[config.mk]
export PLATFORM = sky130hd
export DESIGN_NAME = operand_accumulator
export DESIGN_NICKNAME = d
export VERILOG_FILES = /design/src/rtl/accum_pkg.sv /design/src/rtl/seg7_decoder.sv /design/src/rtl/operand_accumulator.sv
export SDC_FILE = /design/constraint.sdc
export NUM_CORES = 1
export LEC_CHECK = 0
export ABC_AREA = 1
export BUFFER_PORTS_ARGS = -buffer_cell sky130_fd_sc_hd__buf_4
export CAP_MARGIN = 10
export CORE_ASPECT_RATIO = 1.75
export CORE_UTILIZATION = 57
export CTS_BUF_LIST = sky130_fd_sc_hd__clkbuf_4 sky130_fd_sc_hd__clkbuf_8
export DETAILED_ROUTE_END_ITERATION = 8
export GPL_TIMING_DRIVEN = 0
export PLACE_DENSITY = 0.81
export SLEW_MARGIN = 20
export SYNTH_ARGS = -nofsm -noshare
export SYNTH_HDL_FRONTEND = slang
export SYNTH_SLANG_ARGS = --single-unit
[constraint.sdc]
create_clock -name i_clk -period 2 [get_ports i_clk]
set_clock_uncertainty 0.15 [all_clocks]
set_input_delay 0 -clock i_clk [delete_from_list [all_inputs] [get_ports i_clk]]
set_output_delay 0 -clock i_clk [all_outputs]
set_load 0.05 [all_outputs]
[src/rtl/accum_pkg.sv]
// Shared types and constants for the operand accumulator: FSM state encoding,
// mode encoding and active-low seven-segment glyphs (segment a at bit 0, g at bit 6).
package accum_pkg;

    typedef enum logic [1:0] {
        S_IDLE    = 2'd0,
        S_COLLECT = 2'd1,
        S_DONE    = 2'd2
    } state_t;

    localparam logic MODE_ADD = 1'b0;
    localparam logic MODE_SUB = 1'b1;

    // Active-low glyphs, bit order {g,f,e,d,c,b,a}.
    localparam logic [6:0] SEG_0 = 7'b1000000;
    localparam logic [6:0] SEG_1 = 7'b1111001;
    localparam logic [6:0] SEG_2 = 7'b0100100;
    localparam logic [6:0] SEG_3 = 7'b0110000;
    localparam logic [6:0] SEG_4 = 7'b0011001;
    localparam logic [6:0] SEG_5 = 7'b0010010;
    localparam logic [6:0] SEG_6 = 7'b0000010;
    localparam logic [6:0] SEG_7 = 7'b1111000;
    localparam logic [6:0] SEG_8 = 7'b0000000;
    localparam logic [6:0] SEG_9 = 7'b0010000;
    localparam logic [6:0] SEG_A = 7'b0001000;
    localparam logic [6:0] SEG_B = 7'b0000011;
    localparam logic [6:0] SEG_C = 7'b1000110;
    localparam logic [6:0] SEG_D = 7'b0100001;
    localparam logic [6:0] SEG_E = 7'b0000110;
    localparam logic [6:0] SEG_F = 7'b0001110;

endpackage

[src/rtl/seg7_decoder.sv]
// Hex nibble to active-low seven-segment decoder; used by operand_accumulator
// only when HEX_DISPLAY_EN is defined.
module seg7_decoder
    import accum_pkg::*;
(
    input  logic [3:0] i_nibble,
    output logic [6:0] o_seg
);

    always_comb begin
        o_seg = SEG_0;
        case (i_nibble)
            4'h0: o_seg = SEG_0;
            4'h1: o_seg = SEG_1;
            4'h2: o_seg = SEG_2;
            4'h3: o_seg = SEG_3;
            4'h4: o_seg = SEG_4;
            4'h5: o_seg = SEG_5;
            4'h6: o_seg = SEG_6;
            4'h7: o_seg = SEG_7;
            4'h8: o_seg = SEG_8;
            4'h9: o_seg = SEG_9;
            4'hA: o_seg = SEG_A;
            4'hB: o_seg = SEG_B;
            4'hC: o_seg = SEG_C;
            4'hD: o_seg = SEG_D;
            4'hE: o_seg = SEG_E;
            4'hF: o_seg = SEG_F;
            default: o_seg = SEG_0;
        endcase
    end

endmodule

[src/rtl/operand_accumulator.sv]
// Multi-operand add/subtract accumulator fed one operand per load strobe.
// Optional macro HEX_DISPLAY_EN adds o_hex_out, a per-nibble seven-segment view of o_sum.
module operand_accumulator
    import accum_pkg::*;
#(
    parameter  int WIDTH   = 8,
    parameter  int NUM_OPS = 2,
    localparam int CNT_W   = $clog2(NUM_OPS + 1)
) (
    input  logic             i_clk,
    input  logic             i_reset,
    input  logic [WIDTH-1:0] i_data_in,
    input  logic             i_load,
    input  logic             i_mode,
    input  logic             i_clear,
    output logic [WIDTH-1:0] o_sum,
    output logic             o_carry,
    output logic [WIDTH-1:0] o_last_op,
    output logic [CNT_W-1:0] o_count,
    output logic             o_busy,
    output logic             o_done
`ifdef HEX_DISPLAY_EN
    ,
    output logic [7*((WIDTH+3)/4)-1:0] o_hex_out
`endif
);

    state_t             r_state;
    logic [WIDTH-1:0]   r_sum;
    logic               r_carry;
    logic [WIDTH-1:0]   r_last_op;
    logic [CNT_W-1:0]   r_count;
    logic               r_mode;
    logic               r_busy;
    logic               r_done;

    logic [WIDTH:0]     w_add;
    logic [WIDTH-1:0]   w_sub;
    logic               w_borrow;
    logic [CNT_W-1:0]   w_next_count;
    logic               w_last_capture;

    // Borrow compares against the sum before this operand is applied.
    assign w_add          = {1'b0, r_sum} + {1'b0, i_data_in};
    assign w_sub          = r_sum - i_data_in;
    assign w_borrow       = i_data_in > r_sum;
    assign w_next_count   = r_count + CNT_W'(1);
    assign w_last_capture = (w_next_count == CNT_W'(NUM_OPS));

    // NOTE: sequential state uses non-blocking assignments so every register
    // samples the pre-edge values of its neighbours.
    always_ff @(posedge i_clk) begin
        if (i_reset || i_clear) begin
            r_state   <= S_IDLE;
            r_sum     <= '0;
            r_carry   <= 1'b0;
            r_last_op <= '0;
            r_count   <= '0;
            r_mode    <= MODE_ADD;
            r_busy    <= 1'b0;
            r_done    <= 1'b0;
        end else if (i_load) begin
            r_last_op <= i_data_in;
            case (r_state)
                S_COLLECT: begin
                    r_count <= w_next_count;
                    if (r_mode == MODE_ADD) begin
                        r_sum   <= w_add[WIDTH-1:0];
                        r_carry <= r_carry | w_add[WIDTH];
                    end else begin
                        r_sum   <= w_sub;
                        r_carry <= r_carry | w_borrow;
                    end
                    if (w_last_capture) begin
                        r_state <= S_DONE;
                        r_busy  <= 1'b0;
                        r_done  <= 1'b1;
                    end
                end
                default: begin
                    // IDLE and DONE both begin a fresh operation.
                    r_state <= S_COLLECT;
                    r_sum   <= i_data_in;
                    r_carry <= 1'b0;
                    r_count <= CNT_W'(1);
                    r_mode  <= (i_mode == MODE_SUB) ? MODE_SUB : MODE_ADD;
                    r_busy  <= 1'b1;
                    r_done  <= 1'b0;
                end
            endcase
        end
    end

    assign o_sum     = r_sum;
    assign o_carry   = r_carry;
    assign o_last_op = r_last_op;
    assign o_count   = r_count;
    assign o_busy    = r_busy;
    assign o_done    = r_done;

`ifdef HEX_DISPLAY_EN
    localparam int NUM_DIGITS = (WIDTH + 3) / 4;

    logic [4*NUM_DIGITS-1:0] w_sum_padded;

    assign w_sum_padded = {{(4*NUM_DIGITS-WIDTH){1'b0}}, r_sum};

    for (genvar k = 0; k < NUM_DIGITS; k++) begin : g_digit
        seg7_decoder u_seg7 (
            .i_nibble (w_sum_padded[4*k +: 4]),
            .o_seg    (o_hex_out[7*k +: 7])
        );
    end
`endif

endmodule

==> impl_metrics.tcl, run 1 <==
set metrics [dict create \
    crit_fanout 4 \
    routedWlPerCell_um 13.1 \
    slew_headroom_pct 68.9 \
    grt.met3_usage_pct 1.92 \
    vias_per_cell 5.31 \
    ys_seq_area_share_pct 25.6 \
    arrival_ns 1.97 \
    slew_violations 0 \
    r2r-start "o_sum[0]$_SDFFE_PP0P_" \
    gp_congestion 0.944 \
    top_usage_layer "met2" \
    wl_um 4480 \
    dp_hpwl_um 3500 \
    vias 1817 \
    die_area_um2 3250 \
    setup_slack_ns 0.0400 \
    hold_viol 0 \
    fill_cells 249 \
    setup_tns_ns 0 \
    rsz0062_at_grt "yes" \
    drt_iter0_markers 38 \
    dpl-instance-area_um2 2000 \
    crit_required_ns 2.01 \
    start_util_pct 59.4 \
    hold_path_class "input pin to flip-flop" \
    cts-root-buf "clkbuf_8" \
    place_ws_ns 0.0566 \
    synth_cells 266 \
    tightest_slew_ns 0.467 \
    p_leak_nw 1.14 \
    gr-usage-met2_pct 52.9 \
    die-width_um 43.5 \
    vdd_ir_drop_max_v 0.000615 \
    period_share_pct 98.0 \
    ant_nets 0 \
    nNetsFinal 347 \
    die_h_um 74.7 \
    worstSetupEndpoint "o_sum[6]$_SDFFE_PP0P_" \
    hp-start "i_data_in[5]" \
    firstDrtPassIters 4 \
    multi_input_area_um2 1110 \
    grt_max_degree 13 \
    ys.flop_type "dfxtp_1" \
    power.density_nw_per_um2 523 \
    grt_pass1_vias 1668 \
    grtUsageMet1_pct 31.6 \
    synth_nets 298 \
    timing.fmax_mhz 510 \
    grt_usage_pct 28.3 \
    startpoint "o_sum[0]$_SDFFE_PP0P_" \
    grt-ovfl-total 0 \
    cts_tree "yes" \
    r2r-end "o_sum[6]$_SDFFE_PP0P_" \
    cts_made_buffers 3 \
    drv_cap 0 \
    io_pins 34 \
    ff2ff_setup_slack_ns 0.04 \
    period_needed_ns 1.96 \
    coreArea_um2 2900 \
    synthToLayoutAreaGrowth_pct 26.9 \
    syn_area_um2 1720 \
    ys.warnings.count 0 \
    cts.sinks 22 \
    synth_seq_cells 22 \
    numPortBuffers 33 \
    clock_path_buffers 2 \
    drive_gt1_share_pct 19.7 \
    htree_levels 1 \
    asyncSetResetFlopFracSynth_pct 0 \
    critPathKind "flip-flop to flip-flop" \
    grt_pass1_wl_um 6960 \
    rows 26 \
    finalInstanceArea_um2 2180 \
    syn_avg_cell_area_um2 6.46 \
    antenna_found_initial 0 \
    end_kind "flip-flop" \
    finalSetupViolCount 0 \
    clock_latency_ns 0.26 \
    antenna_cells 0 \
    synthDistinctLibCells 26 \
    clkTransAtPathRegs_ns 0.08 \
    r2r_cells 9 \
    synth-edff-count 0 \
    worstSetupStartpointType "flip-flop" \
    drc 0 \
    seqCellArea_um2 443 \
    outcome "finished clean" \
]
==> kinds of logic after synthesis <==
family                   count (synthesis)  synth area share (%)
adder cells (fa/ha/maj)                 19                  14.7
buffers and inverters                   46                  10.3
flip-flops                              22                  25.6
AO/OA/AOI/OAI                           45                  15.4
AND/OR/NAND/NOR                        134                  34.0
==> synthesized netlist by cell type (3+ instances only) <==
master	number	area (um^2)
o21ai_0	9	45.0
dfxtp_1	22	440
nand3_1	26	130
buf_2	4	20.0
ha_1	17	213
inv_1	33	124
o21ai_1	3	15.0
inv_2	8	30.0
o21a_1	4	30.0
nand2_1	81	304
a21oi_1	21	105
nor2_1	17	63.8
==> flip-flops by register name, summed over array words and instances (netlist names) <==
name and flops:
o_last_op 8, r_state 2, o_carry 1, o_sum 8, o_count 2, r_mode 1
==> critical path, cell delays in order, from the launching register on <==
cell	delay [ns]
dfxtp_2	0.36
ha_1	0.21
inv_1	0.07
fa_1	0.37
o21ai_1	0.24
nand3_1	0.12
nand3_1	0.11
nand3_1	0.08
nand3_1	0.08
nand2_1	0.04
==> through the flow <==
stage	total power, mW	instances	hold WS [ns]	utilization [%]
detailed placement	0.811	327	0.148	69.2
CTS	1.14	342	0.00699	74.9
finish	1.14	342	0.00248	75.4
global route	1.20	342	0.0318	75.4
floorplan	0.713	266	-0.00173	-
global placement	0.808	327	0.141	69.2
==> cell usage in the layout (no fill, tap or decap), drive strengths merged <==
master	n
o21bai	2
o21a	4
and2	1
dlygate4sd3	11
fa	2
a2bb2oi	1
a31oi	1
o21ai	14
ha	17
inv	41
nand3b	2
clkbuf	4
nand3	26
a21oi	21
a221oi	1
buf	38
or2	4
dfxtp	22
nor2	20
o211ai	1
nand2	81
==> routing by layer <==
metal	share of wire (%)	vias up	wire length [um]
li1	-	944	-
met1	40	824	1810
met2	55	41	2480
met3	2.6	8	118
met4	1.7	0	76
met5	0	-	0
==> layout make-up <==
| type | count | area share [%] |
|---|---|---|
| Sequential cell | 22 | 20.3 |
| Buffer | 5 | 1.09 |
| Multi-Input combinational cell | 198 | 51.0 |
| Tap cell | 28 | 1.61 |
| Timing Repair Buffer | 44 | 16.4 |
| Clock buffer | 4 | 2.52 |
| Inverter | 41 | 7.05 |
==> power breakdown <==
part | switching [mW] | internal (mW) | leakage (nW)
registers | 0.0156 | 0.455 | 0.180
logic | 0.224 | 0.130 | 0.935
clock network | 0.141 | 0.175 | 0.0288
total | 0.380 | 0.760 | 1.14
==> repair_timing <==
action                     4_1_cts  5_1_grt
setup endpoints to repair        0        3
hold buffers                    11        0
gates resized for setup          0        3
hold endpoints to repair        12        0
buffers inserted                 0        0
==> how the worst min path moves through the flow <==
stage | endpoint | cells past startpoint | slack (ns)
after global placement | r_mode$_SDFFE_PP0P_ | 3 | 0.14
after floorplan | o_last_op[0]$_SDFFE_PP0P_ | 2 | -0.002
after global routing | o_last_op[5]$_SDFFE_PP0P_ | 4 | 0.03
final | o_last_op[5]$_SDFFE_PP0P_ | 4 | 0.002
after detailed placement | r_mode$_SDFFE_PP0P_ | 3 | 0.15
after CTS | o_last_op[6]$_SDFFE_PP0P_ | 4 | 0.007
(Power assumes the default switching activity.)
==> inputs of run 2 (changes only) <==
--- a/config.mk
+++ b/config.mk
@@ -8,12 +8,15 @@
 export ABC_AREA = 1
 export BUFFER_PORTS_ARGS = -buffer_cell sky130_fd_sc_hd__buf_4
 export CAP_MARGIN = 10
+export CELL_PAD_IN_SITES_DETAIL_PLACEMENT = 1
+export CELL_PAD_IN_SITES_GLOBAL_PLACEMENT = 1
 export CORE_ASPECT_RATIO = 1.75
-export CORE_UTILIZATION = 57
+export CORE_UTILIZATION = 30
 export CTS_BUF_LIST = sky130_fd_sc_hd__clkbuf_4 sky130_fd_sc_hd__clkbuf_8
 export DETAILED_ROUTE_END_ITERATION = 8
 export GPL_TIMING_DRIVEN = 0
-export PLACE_DENSITY = 0.81
+export PLACE_DENSITY = 0.64
+export SKIP_CTS_REPAIR_TIMING = 1
 export SLEW_MARGIN = 20
 export SYNTH_ARGS = -nofsm -noshare
 export SYNTH_HDL_FRONTEND = slang
==> impl_metrics.tcl, run 2 (same netlist as run 1, synthesis figures left out) <==
set metrics [dict create \
    grt_pass1_vias 1921 \
    timing.fmax_mhz 526 \
    worstSetupStartpointType "flip-flop" \
    antenna_found_initial 0 \
    ant_nets 0 \
    end_kind "flip-flop" \
    routedWlPerCell_um 14.1 \
    clkTransAtPathRegs_ns 0.08 \
    wl_met2_um 2980 \
    r2r-end "o_sum[6]$_SDFFE_PP0P_" \
    hold_viol 4 \
    drc 0 \
    place_inst 375 \
    grt_usage_pct 19.7 \
    firstDrtPassIters 4 \
    finalSetupViolCount 0 \
    clock_latency_ns 0.26 \
    tightest_slew_ns 0.518 \
    vias_per_cell 4.72 \
    io_pins 34 \
    grt_max_degree 12 \
    htree_levels 1 \
    drv_cap 0 \
    p_leak_nw 1.14 \
    grt_pass1_wl_um 9000 \
    instances_no_fill 389 \
    drt_iter0_markers 28 \
    hold_path_class "input pin to flip-flop" \
    synthToLayoutAreaGrowth_pct 30.3 \
    arrival_ns 1.92 \
    layout_common_cells "80 x nand2_1, 37 x buf_4, 32 x inv_1" \
    vdd_ir_drop_max_v 0.000441 \
    worstSetupEndpoint "o_sum[6]$_SDFFE_PP0P_" \
    mostFrequentLayoutCell "nand2_1" \
    r2r_cells 9 \
    drive_gt1_share_pct 23.0 \
    nNetsFinal 347 \
    highest_layer "met4" \
    slew_violations 0 \
    vias 1835 \
    die_h_um 102 \
    grt-ovfl-total 0 \
    crit_required_ns 2.01 \
    outcome "finished with violations" \
    start_util_pct 31.0 \
    crit_fanout 4 \
    rows 36 \
    period_needed_ns 1.90 \
    coreArea_um2 5540 \
    period_share_pct 95.1 \
    rsz0062_at_grt "yes" \
    power.density_nw_per_um2 496 \
    dpl-instance-area_um2 2060 \
    wl_um 5470 \
    cts.sinks 22 \
    wl_met3_um 74 \
    finalInstanceArea_um2 2240 \
    slew_headroom_pct 65.5 \
    cts_tree "yes" \
    cts_made_buffers 3 \
    numPortBuffers 33 \
    die-width_um 59.2 \
    cts-root-buf "clkbuf_8" \
    r2r-start "o_sum[0]$_SDFFE_PP0P_" \
    antenna_cells 0 \
    wl_met1_um 2260 \
    hold_ws_ns -0.0304 \
    startpoint "o_sum[0]$_SDFFE_PP0P_" \
    ff2ff_setup_slack_ns 0.1 \
    dp_hpwl_um 4500 \
    clock_path_buffers 2 \
    die_area_um2 6050 \
    gp_congestion 0.799 \
    critPathKind "flip-flop to flip-flop" \
    failed_checks "hold timing" \
]
## run 2: layer usage
metal	global-route usage [%]	up-vias
li1	-	943
met1	21.8	857
met2	37.7	24
met3	1.14	11
met4	7.33	0
met5	0	-
## run 2: cell type report
class / instances / area (um^2)
Fill cell: 745 / 3300
Inverter: 41 / 154
Buffer: 5 / 23.8
Timing Repair Buffer: 44 / 348
Multi-Input combinational cell: 198 / 1130
Sequential cell: 22 / 443
Clock buffer: 3 / 41.3
Tap cell: 76 / 95.1
## run 2: metrics by stage
step                setup WS [ns]   TNS, ns  util [%]  power [mW]
finish                     0.0983         0      40.4        1.11
floorplan                  0.0392         0         -       0.713
CTS                       -0.0181   -0.0181      38.0        1.10
detailed placement       -0.00427  -0.00427      37.3       0.824
global placement         0.000243         0      37.3       0.819
global route              -0.0246   -0.0246      40.4        1.18
## run 2: critical path, cell delays in order (launching register included)
cell and delay (ns):
dfxtp_2 0.36, ha_2 0.22, inv_1 0.06, fa_1 0.39
o21ai_2 0.20, nand3_1 0.11, nand3_1 0.10, nand3_1 0.10
nand3_2 0.08, nand2_1 0.04
## run 2: worst min-delay path by stage
stage | depth (start not counted) | end | slack [ns] | start
floorplan | 2 | o_last_op[0]$_SDFFE_PP0P_ | -0.002 | i_data_in[0]
global placement | 3 | r_mode$_SDFFE_PP0P_ | 0.14 | i_mode
detailed placement | 3 | r_mode$_SDFFE_PP0P_ | 0.15 | i_mode
CTS | 3 | o_last_op[0]$_SDFFE_PP0P_ | -0.13 | i_data_in[0]
global route | 3 | o_last_op[1]$_SDFFE_PP0P_ | 0.006 | i_data_in[1]
finish | 3 | o_last_op[1]$_SDFFE_PP0P_ | -0.03 | i_data_in[1]
## run 2: power by group
group	leakage, nW	total (mW)	switching, mW	internal, mW
Sequential	0.180	0.471	0.0164	0.455
Clock	0.0216	0.276	0.141	0.135
Combinational	0.937	0.365	0.232	0.133
